==> config.mk <==
export PLATFORM = sky130hd
export DESIGN_NAME = ram_arbiter
export DESIGN_NICKNAME = d
export VERILOG_FILES = /design/src/rtl/ram_arbiter.sv
export SDC_FILE = /design/constraint.sdc
export NUM_CORES = 1
export LEC_CHECK = 0
export ABC_AREA = 1
export CORE_UTILIZATION = 43
export CTS_CLUSTER_DIAMETER = 120
export CTS_CLUSTER_SIZE = 40
export DETAILED_ROUTE_END_ITERATION = 8
export GPL_TIMING_DRIVEN = 0
export HOLD_SLACK_MARGIN = 0.1
export PLACE_DENSITY = 0.78
export SYNTH_ARGS = -nofsm -noshare
export SYNTH_HDL_FRONTEND = slang
export SYNTH_SLANG_ARGS = --single-unit
==> constraint.sdc <==
create_clock -name clk_memory -period 2.3 [get_ports clk_memory]
set_input_delay 0.345 -clock clk_memory [delete_from_list [all_inputs] [get_ports clk_memory]]
set_output_delay 0.345 -clock clk_memory [all_outputs]
set_load 0.01 [all_outputs]
==> src/rtl/ram_arbiter.sv <==
// ram_arbiter: shares one single-port SRAM between two requesters.
// Port A (CPU) uses a level request and has fixed priority. Port B (video/DMA)
// issues read-only requests through a toggle handshake.
// Each access is IDLE -> SETUP -> STROBE (WAIT_CYCLES) -> HOLD -> IDLE, and every output is registered.
// Optional feature macro: RAM_ARB_STARVE_GUARD_EN. When it is defined, B is granted after
// STARVE_LIMIT consecutive A grants that were made while B was pending.
module ram_arbiter #(
    parameter int unsigned ADDR_W       = 21,
    parameter int unsigned DATA_W       = 8,
    parameter int unsigned WAIT_CYCLES  = 2,
    parameter int unsigned STARVE_LIMIT = 4
) (
    input  logic              clk_memory,
    input  logic              reset,
    input  logic              a_req,
    input  logic              a_rd_n,
    input  logic [ADDR_W-1:0] a_addr,
    input  logic [DATA_W-1:0] a_wdata,
    output logic [DATA_W-1:0] a_rdata,
    output logic              a_done,
    input  logic              b_req_t,
    input  logic [ADDR_W-1:0] b_addr,
    output logic [DATA_W-1:0] b_rdata,
    output logic              b_ack_t,
    output logic [ADDR_W-1:0] sram_addr,
    output logic [DATA_W-1:0] sram_dout,
    input  logic [DATA_W-1:0] sram_din,
    output logic              sram_dq_oe,
    output logic              sram_oe_n,
    output logic              sram_we_n
);

    typedef enum logic [1:0] {
        S_IDLE,
        S_SETUP,
        S_STROBE,
        S_HOLD
    } state_t;

    // The strobe counter is loaded on entry to STROBE and counts down to zero.
    localparam logic [3:0] WAIT_LOAD = 4'(WAIT_CYCLES - 1);

    state_t            r_state, w_state_nxt;
    logic [3:0]        r_wait_cnt, w_wait_cnt_nxt;
    logic              r_is_a, w_is_a_nxt;
    logic              r_is_rd, w_is_rd_nxt;
    logic              r_a_served, w_a_served_nxt;
    logic [ADDR_W-1:0] r_sram_addr, w_sram_addr_nxt;
    logic [DATA_W-1:0] r_sram_dout, w_sram_dout_nxt;
    logic              r_dq_oe, w_dq_oe_nxt;
    logic              r_oe_n, w_oe_n_nxt;
    logic              r_we_n, w_we_n_nxt;
    logic [DATA_W-1:0] r_a_rdata, w_a_rdata_nxt;
    logic [DATA_W-1:0] r_b_rdata, w_b_rdata_nxt;
    logic              r_a_done, w_a_done_nxt;
    logic              r_b_ack_t, w_b_ack_t_nxt;

    logic w_a_pend;
    logic w_b_pend;
    logic w_force_b;
    logic w_grant_a;
    logic w_grant_b;

    assign w_a_pend  = a_req & ~r_a_served;
    assign w_b_pend  = b_req_t ^ r_b_ack_t;
    assign w_grant_a = (r_state == S_IDLE) & w_a_pend & ~w_force_b;
    assign w_grant_b = (r_state == S_IDLE) & w_b_pend & ~w_grant_a;

`ifdef RAM_ARB_STARVE_GUARD_EN
    localparam int unsigned STARVE_W = $clog2(STARVE_LIMIT + 1);

    logic [STARVE_W-1:0] r_starve_cnt;

    assign w_force_b = w_b_pend & (r_starve_cnt >= STARVE_W'(STARVE_LIMIT));

    // Count A grants made while B waits; clear when B is served or no longer pending.
    always_ff @(posedge clk_memory or posedge reset) begin
        if (reset) begin
            r_starve_cnt <= '0;
        end else if (!w_b_pend || w_grant_b) begin
            r_starve_cnt <= '0;
        end else if (w_grant_a) begin
            r_starve_cnt <= r_starve_cnt + 1'b1;
        end
    end
`else
    assign w_force_b = 1'b0;
`endif

    // Register the state and all registered outputs.
    always_ff @(posedge clk_memory or posedge reset) begin
        if (reset) begin
            r_state     <= S_IDLE;
            r_wait_cnt  <= '0;
            r_is_a      <= 1'b0;
            r_is_rd     <= 1'b0;
            r_a_served  <= 1'b0;
            r_sram_addr <= '0;
            r_sram_dout <= '0;
            r_dq_oe     <= 1'b0;
            r_oe_n      <= 1'b1;
            r_we_n      <= 1'b1;
            r_a_rdata   <= '0;
            r_b_rdata   <= '0;
            r_a_done    <= 1'b0;
            r_b_ack_t   <= 1'b0;
        end else begin
            r_state     <= w_state_nxt;
            r_wait_cnt  <= w_wait_cnt_nxt;
            r_is_a      <= w_is_a_nxt;
            r_is_rd     <= w_is_rd_nxt;
            r_a_served  <= w_a_served_nxt;
            r_sram_addr <= w_sram_addr_nxt;
            r_sram_dout <= w_sram_dout_nxt;
            r_dq_oe     <= w_dq_oe_nxt;
            r_oe_n      <= w_oe_n_nxt;
            r_we_n      <= w_we_n_nxt;
            r_a_rdata   <= w_a_rdata_nxt;
            r_b_rdata   <= w_b_rdata_nxt;
            r_a_done    <= w_a_done_nxt;
            r_b_ack_t   <= w_b_ack_t_nxt;
        end
    end

    // Next-state and next-output decode for the access sequencer.
    always_comb begin
        w_state_nxt     = r_state;
        w_wait_cnt_nxt  = r_wait_cnt;
        w_is_a_nxt      = r_is_a;
        w_is_rd_nxt     = r_is_rd;
        w_sram_addr_nxt = r_sram_addr;
        w_sram_dout_nxt = r_sram_dout;
        w_dq_oe_nxt     = r_dq_oe;
        w_oe_n_nxt      = r_oe_n;
        w_we_n_nxt      = r_we_n;
        w_a_rdata_nxt   = r_a_rdata;
        w_b_rdata_nxt   = r_b_rdata;
        w_a_done_nxt    = 1'b0;
        w_b_ack_t_nxt   = r_b_ack_t;

        // a_served blocks a re-grant until a_req has been seen low.
        if (!a_req) begin
            w_a_served_nxt = 1'b0;
        end else if (w_grant_a) begin
            w_a_served_nxt = 1'b1;
        end else begin
            w_a_served_nxt = r_a_served;
        end

        case (r_state)
            S_IDLE: begin
                if (w_grant_a) begin
                    w_state_nxt     = S_SETUP;
                    w_is_a_nxt      = 1'b1;
                    w_is_rd_nxt     = ~a_rd_n;
                    w_sram_addr_nxt = a_addr;
                    w_sram_dout_nxt = a_wdata;
                    w_dq_oe_nxt     = a_rd_n;
                end else if (w_grant_b) begin
                    w_state_nxt     = S_SETUP;
                    w_is_a_nxt      = 1'b0;
                    w_is_rd_nxt     = 1'b1;
                    w_sram_addr_nxt = b_addr;
                end
            end
            S_SETUP: begin
                w_state_nxt    = S_STROBE;
                w_wait_cnt_nxt = WAIT_LOAD;
                if (r_is_rd) begin
                    w_oe_n_nxt = 1'b0;
                end else begin
                    w_we_n_nxt = 1'b0;
                end
            end
            S_STROBE: begin
                if (r_wait_cnt == 4'd0) begin
                    w_state_nxt = S_HOLD;
                    w_oe_n_nxt  = 1'b1;
                    w_we_n_nxt  = 1'b1;
                    if (r_is_a) begin
                        w_a_done_nxt = 1'b1;
                        if (r_is_rd) begin
                            w_a_rdata_nxt = sram_din;
                        end
                    end else begin
                        w_b_rdata_nxt = sram_din;
                        w_b_ack_t_nxt = ~r_b_ack_t;
                    end
                end else begin
                    w_wait_cnt_nxt = r_wait_cnt - 4'd1;
                end
            end
            S_HOLD: begin
                w_state_nxt = S_IDLE;
                w_dq_oe_nxt = 1'b0;
            end
            default: begin
                w_state_nxt = S_IDLE;
            end
        endcase
    end

    assign a_rdata    = r_a_rdata;
    assign a_done     = r_a_done;
    assign b_rdata    = r_b_rdata;
    assign b_ack_t    = r_b_ack_t;
    assign sram_addr  = r_sram_addr;
    assign sram_dout  = r_sram_dout;
    assign sram_dq_oe = r_dq_oe;
    assign sram_oe_n  = r_oe_n;
    assign sram_we_n  = r_we_n;

endmodule

==> flow_metrics.env, run 1 <==
export IMPL_status="finished, final reports clean"
export IMPL_crit_path_top_delay_cell="clkdlybuf4s50_1"
export IMPL_drtIter0Drc=131
export IMPL_leakagePower_uw=0.00216
export IMPL_portBuffers=112
export IMPL_drive_gt1_share_pct=12.7
export IMPL_endpoint_kind="output pin"
export IMPL_avgRoutedWirePerCell_um=12.7
export IMPL_grt_pass1_vias=2441
export IMPL_die_w_um=83.1
export IMPL_ff2ff_setup_slack_ns=0.73
export IMPL_crit_arrival_ns=1.40
export IMPL_cts_tree="done"
export IMPL_criticalPathCategory="register to output pin"
export IMPL_core_area_mm2=0.00635
export IMPL_die_area_mm2=0.00691
export IMPL_gr_usage_met1_pct=26.6
export IMPL_ys_ff_latch=59
export IMPL_antenna_cells=0
export IMPL_ys_seq_area_share_pct=52.2
export IMPL_cts_resized=0
export IMPL_fin_nets=537
export IMPL_netlist_area_mm2=0.00283
export IMPL_cpPeakStageDelay_ns=0.55
export IMPL_cts_root_buf="clkbuf_8"
export IMPL_whs_ns=0.335
export IMPL_period_share_pct=75.9
export IMPL_start_util_pct=44.6
export IMPL_pin_count=113
export IMPL_syn_num_nets=413
export IMPL_period_needed_ns=1.75
export IMPL_placed_cells=534
export IMPL_reg2regPathDepth=9
export IMPL_grt_usage_pct=20.7
export IMPL_maxSlewHeadroom_pct=75.1
export IMPL_h_tree_depth=3
export IMPL_critical_path_buf_inv_count=1
export IMPL_top_usage_layer="met2"
export IMPL_slew_viol_final=0
export IMPL_worst_slack_ns=0.553
export IMPL_max_cap_viol_count=0
export IMPL_cts_path_max_buffers=2
export IMPL_post_synth_cell_area_avg_um2=8.23
export IMPL_vias_per_cell=4.69
export IMPL_grt_setup_unrepaired="false"
export IMPL_clkSinkCount=59
export IMPL_power_density_mw_per_mm2=1300
export IMPL_pre_cts_slack_ns=0.644
export IMPL_place_gp_congestion=0.751
export IMPL_synth_distinct_cells=22
export IMPL_hpwlAfterDp_um=5210
export IMPL_fin_skew_ns=0.00851
export IMPL_worstPathMaxFanout=2
export IMPL_most_common_layout_cells="nand2_1 (171), clkdlybuf4s50_1 (112), dfrtp_1 (57)"
export IMPL_crit_required_ns=1.96
export IMPL_cp_endpoint="sram_we_n"
export IMPL_ys_warn_count=0
export IMPL_start_kind="register"
export IMPL_r2r_start="r_state[0]"
export IMPL_design_area_mm2=0.00427
export IMPL_vdd_drop_max_uv=706
export IMPL_final_common_cell="nand2_1"
export IMPL_use_met3_pct=6.26
export IMPL_postCtsSetupRepairBufs=0
export IMPL_overflow=0
export IMPL_cts_hold_fix_buffers=0
export IMPL_startpoint="sram_we_n"
export IMPL_timing_rr_end="sram_addr[4]"
export IMPL_wl_um=7000
export IMPL_drcViolationCount=0
export IMPL_grt_max_degree=44
export IMPL_tightest_slew_ns=0.374
export IMPL_syn2layout_area_growth_pct=50.7
export IMPL_setup_viol_count_final=0
export IMPL_grt_pass1_wl_um=11400
export IMPL_numCtsBuffers=9
export IMPL_fin_cells=550
export IMPL_antenna_found_initial=0
export IMPL_first_pass_iters=4
export IMPL_cts_clk_slew_worst_paths_ns=0.06
export IMPL_fmax_mhz=572
export IMPL_fp_row_count=29
export IMPL_grtUsageMet2_pct=32.8
export IMPL_die_h_um=83.1
export IMPL_dpl_cell_area_mm2=0.00407
export IMPL_hold_class="primary input to asynchronous set/reset pin"
export IMPL_hold_viol=0
export IMPL_vias=2582
export IMPL_crit_cells=1
export IMPL_postSynthCellCount=344
export IMPL_cp_top_family="buffers and inverters"
export IMPL_drtAntennaViolNets=0
export IMPL_crit_chain="clkdlybuf4s50_1"
export IMPL_clk_latency_ns=0.33
## cells by family after synthesis
kind of cell / Yosys count / share of synthesized area, %
and+or+nand+nor: 214 / 31.1
adders and majority gates: 6 / 2.65
xor gates and xnor gates: 2 / 0.619
DFF: 59 / 52.2
buffers and inverters: 38 / 6.81
AOI/OAI and AO/OA: 25 / 6.63
## synthesized netlist by cell type
master   instances  area [um2]
buf_2            8        40.0
buf_4            4        30.0
buf_6            3        33.8
dfrtp_1         57        1430
dfstp_2          2        52.6
ha_1             6        75.1
inv_1           21        78.8
inv_2            1        3.75
inv_4            1        6.26
nand2_1        171         642
nand2_2          5        31.3
nand2_4          2        22.5
nand3_1         30         150
nand3_2          1        10.0
nor2_1           3        11.3
nor2_2           1        6.26
o21a_1           1        7.51
o21ai_0          6        30.0
o21ai_1          2        10.0
o21ai_2         16         140
or2_2            1        6.26
xor2_1           2        17.5
## registers in the layout, indices dropped and copies added (netlist names)
register    count
sram_dout       8
r_is_a          1
a_rdata         8
b_rdata         8
r_wait_cnt      4
sram_oe_n       1
sram_dq_oe      1
sram_addr      21
a_done          1
r_is_rd         1
r_a_served      1
sram_we_n       1
b_ack_t         1
r_state         2
## worst min-delay path by stage
stage | slack, ns | from | depth (start not counted) | to
floorplan | 0.44 | r_a_served | 2 | r_a_served
global placement | 0.45 | sram_we_n | 2 | sram_we_n
detailed placement | 0.46 | sram_we_n | 2 | sram_we_n
CTS | 0.34 | reset | 2 | b_rdata[3]
global route | 0.38 | reset | 2 | b_rdata[6]
finish | 0.34 | reset | 2 | b_rdata[2]
## layout make-up
class                           instances  area (um2)
Clock buffer                           14         163
Tap cell                               77        96.3
Buffer                                 15         104
Sequential cell                        59        1480
Timing Repair Buffer                  113        1140
Inverter                               23        88.8
Multi-Input combinational cell        247        1160
Fill cell                             528        2080
Clock inverter                          2        35.0
## where the power goes
group          leakage [uW]  switching, uW  total, uW  internal (uW)
combinational       0.00134           1400       2790           1390
sequential         0.000724            290       1830           1540
clock              0.000101            378        937            559
## metrics by stage
| step | util (%) | power [uW] | TNS, ns |
|---|---|---|---|
| 5_1_grt | 67.2 | 5990 | 0 |
| 2_1_floorplan | - | 3360 | 0 |
| 3_5_place_dp | 64.1 | 4670 | 0 |
| 3_3_place_gp | 63.8 | 4570 | -32.66 |
| 4_1_cts | 67.2 | 5630 | 0 |
| 6_report | 67.2 | 5560 | 0 |
## per-layer routing
| metal | part of all wire [%] | up-vias |
|---|---|---|
| met2 | 45 | 95 |
| li1 | - | 1310 |
| met3 | 8.5 | 10 |
| met4 | 1.5 | 0 |
| met1 | 45 | 1167 |
| met5 | 0 | - |
Note: power is estimated with default switching activity, not from simulation.
==> run 2, diff against run 1 <==
--- a/config.mk
+++ b/config.mk
@@ -6,13 +6,13 @@
 export NUM_CORES = 1
 export LEC_CHECK = 0
 export ABC_AREA = 1
-export CORE_UTILIZATION = 43
+export CORE_UTILIZATION = 39
 export CTS_CLUSTER_DIAMETER = 120
 export CTS_CLUSTER_SIZE = 40
 export DETAILED_ROUTE_END_ITERATION = 8
 export GPL_TIMING_DRIVEN = 0
 export HOLD_SLACK_MARGIN = 0.1
-export PLACE_DENSITY = 0.78
+export PLACE_DENSITY = 0.74
 export SYNTH_ARGS = -nofsm -noshare
 export SYNTH_HDL_FRONTEND = slang
 export SYNTH_SLANG_ARGS = --single-unit
==> constraint.sdc (replaced) <==
create_clock -name clk_memory -period 1.57 [get_ports clk_memory]
set_input_delay 0.2355 -clock clk_memory [delete_from_list [all_inputs] [get_ports clk_memory]]
set_output_delay 0.2355 -clock clk_memory [all_outputs]
set_load 0.01 [all_outputs]
==> run 2 against run 1 <==
Net effect:
- count of clock-buffer cells in the layout shrank 3
- combinational power grew 50%
- flip-flop and latch count is the same
- largest power group unchanged
==> flow_metrics.env, run 2 (synthesis results as in run 1) <==
export IMPL_status="finished, final reports clean"
export IMPL_multi_input_area_mm2=0.00118
export IMPL_grt_pass1_vias=2512
export IMPL_largest_register_ffs=21
export IMPL_pin_count=113
export IMPL_clk_latency_ns=0.33
export IMPL_cts_path_max_buffers=2
export IMPL_critical_path_buf_inv_count=1
export IMPL_syn2layout_area_growth_pct=52.8
export IMPL_placed_cells=552
export IMPL_reg2regPathDepth=8
export IMPL_fmax_mhz=670
export IMPL_avgRoutedWirePerCell_um=12.3
export IMPL_drtIter0Drc=77
export IMPL_grt_usage_pct=19.1
export IMPL_core_area_mm2=0.00691
export IMPL_leakagePower_uw=0.00217
export IMPL_die_w_um=87.2
export IMPL_antenna_found_initial=0
export IMPL_crit_chain="clkdlybuf4s50_1"
export IMPL_cts_hold_fix_buffers=0
export IMPL_vias_per_cell=4.56
export IMPL_overflow=0
export IMPL_utilization_pct=62.6
export IMPL_crit_arrival_ns=1.26
export IMPL_cts_clk_slew_worst_paths_ns=0.06
export IMPL_crit_path_top_delay_cell="clkdlybuf4s50_1"
export IMPL_vias=2602
export IMPL_grt_pass1_wl_um=11100
export IMPL_hold_viol=0
export IMPL_wl_um=7010
export IMPL_endpoint_kind="output pin"
export IMPL_drtAntennaViolNets=0
export IMPL_clkSinkCount=59
export IMPL_power_density_mw_per_mm2=1890
export IMPL_period_needed_ns=1.49
export IMPL_fp_row_count=30
export IMPL_setup_viol_count_final=0
export IMPL_worst_slack_ns=0.0779
export IMPL_worstPathMaxFanout=4
export IMPL_final_setup_tns_ns=0
export IMPL_ff2ff_setup_slack_ns=0.09
export IMPL_slew_viol_final=0
export IMPL_cp_top_family="buffers and inverters"
export IMPL_hold_class="primary input to asynchronous set/reset pin"
export IMPL_numCtsBuffers=9
export IMPL_h_tree_depth=3
export IMPL_criticalPathCategory="register to output pin"
export IMPL_die_area_mm2=0.00760
export IMPL_cts_tree="done"
export IMPL_tightest_slew_ns=0.493
export IMPL_fin_skew_ns=0.00618
export IMPL_max_cap_viol_count=0
export IMPL_fin_nets=539
export IMPL_seqCellArea_mm2=0.00148
export IMPL_start_util_pct=41.0
export IMPL_power_total_uw=8190
export IMPL_cts_root_buf="clkbuf_8"
export IMPL_r2r_start="r_state[0]"
export IMPL_maxSlewHeadroom_pct=67.1
export IMPL_most_common_layout_cells="nand2_1 (171), clkdlybuf4s50_1 (110), dfrtp_1 (57)"
export IMPL_place_gp_congestion=0.719
export IMPL_final_common_cell="nand2_1"
export IMPL_hpwlAfterDp_um=5180
export IMPL_drcViolationCount=0
export IMPL_grt_max_degree=60
export IMPL_cpPeakStageDelay_ns=0.55
export IMPL_drive_gt1_share_pct=14.1
export IMPL_first_pass_iters=4
export IMPL_die_h_um=87.2
export IMPL_timing_rr_end="b_rdata[0]"
export IMPL_period_share_pct=95.0
export IMPL_pre_cts_slack_ns=-0.110
export IMPL_grt_setup_unrepaired="true"
export IMPL_nFillCells=609
export IMPL_antenna_cells=0
export IMPL_vdd_drop_max_uv=905
export IMPL_fin_cells=571
export IMPL_crit_required_ns=1.33
export IMPL_portBuffers=112
export IMPL_start_kind="register"
## run 2: area by class of cell
cell class,count,share of cell area (%)
Multi-Input combinational cell,247,27.3
Clock inverter,5,1.21
Sequential cell,59,34.2
Timing Repair Buffer,115,26.7
Tap cell,96,2.78
Buffer,15,2.49
Inverter,23,2.14
Clock buffer,11,3.27
## run 2: worst max-delay path by stage
stage	start	slack (ns)	cells after the start	end
after global placement	reset	-0.08	2	r_wait_cnt[2]
after floorplan	r_state[0]	0.18	9	sram_addr[0]
after CTS	r_state[1]	0.02	9	sram_addr[1]
after detailed placement	reset	-0.11	2	r_wait_cnt[0]
final	b_ack_t	0.08	1	b_ack_t
after global routing	r_state[0]	-0.01	8	b_rdata[0]
## run 2: repair_timing
action | 4_1_cts | 5_1_grt
resized for setup | 3 | 4
setup endpoints to repair | 22 | 35
cloned | 0 | 0
setup buffers | 1 | 1
## run 2: per-stage QoR
step | hold slack (ns) | cell area [um2]
after floorplan | 0.334 | 2840
after global placement | 0.454 | 4080
after detailed placement | 0.459 | 4080
final | 0.280 | 4330
after global routing | 0.308 | 4330
after CTS | 0.428 | 4280
## run 2: per-layer routing
metal  track usage [%]  wire [um]  vias to the layer above
li1                  -          -                     1321
met1              23.3       3080                     1171
met2              32.3       3150                      103
met3              5.59        709                        7
met4              7.15         70                        0
met5                 0          0                        -
## run 2: power by group
part | internal (uW) | switching [uW] | total (uW)
sequential | 2250 | 404 | 2660
clock | 768 | 578 | 1350
combinational | 2090 | 2100 | 4190
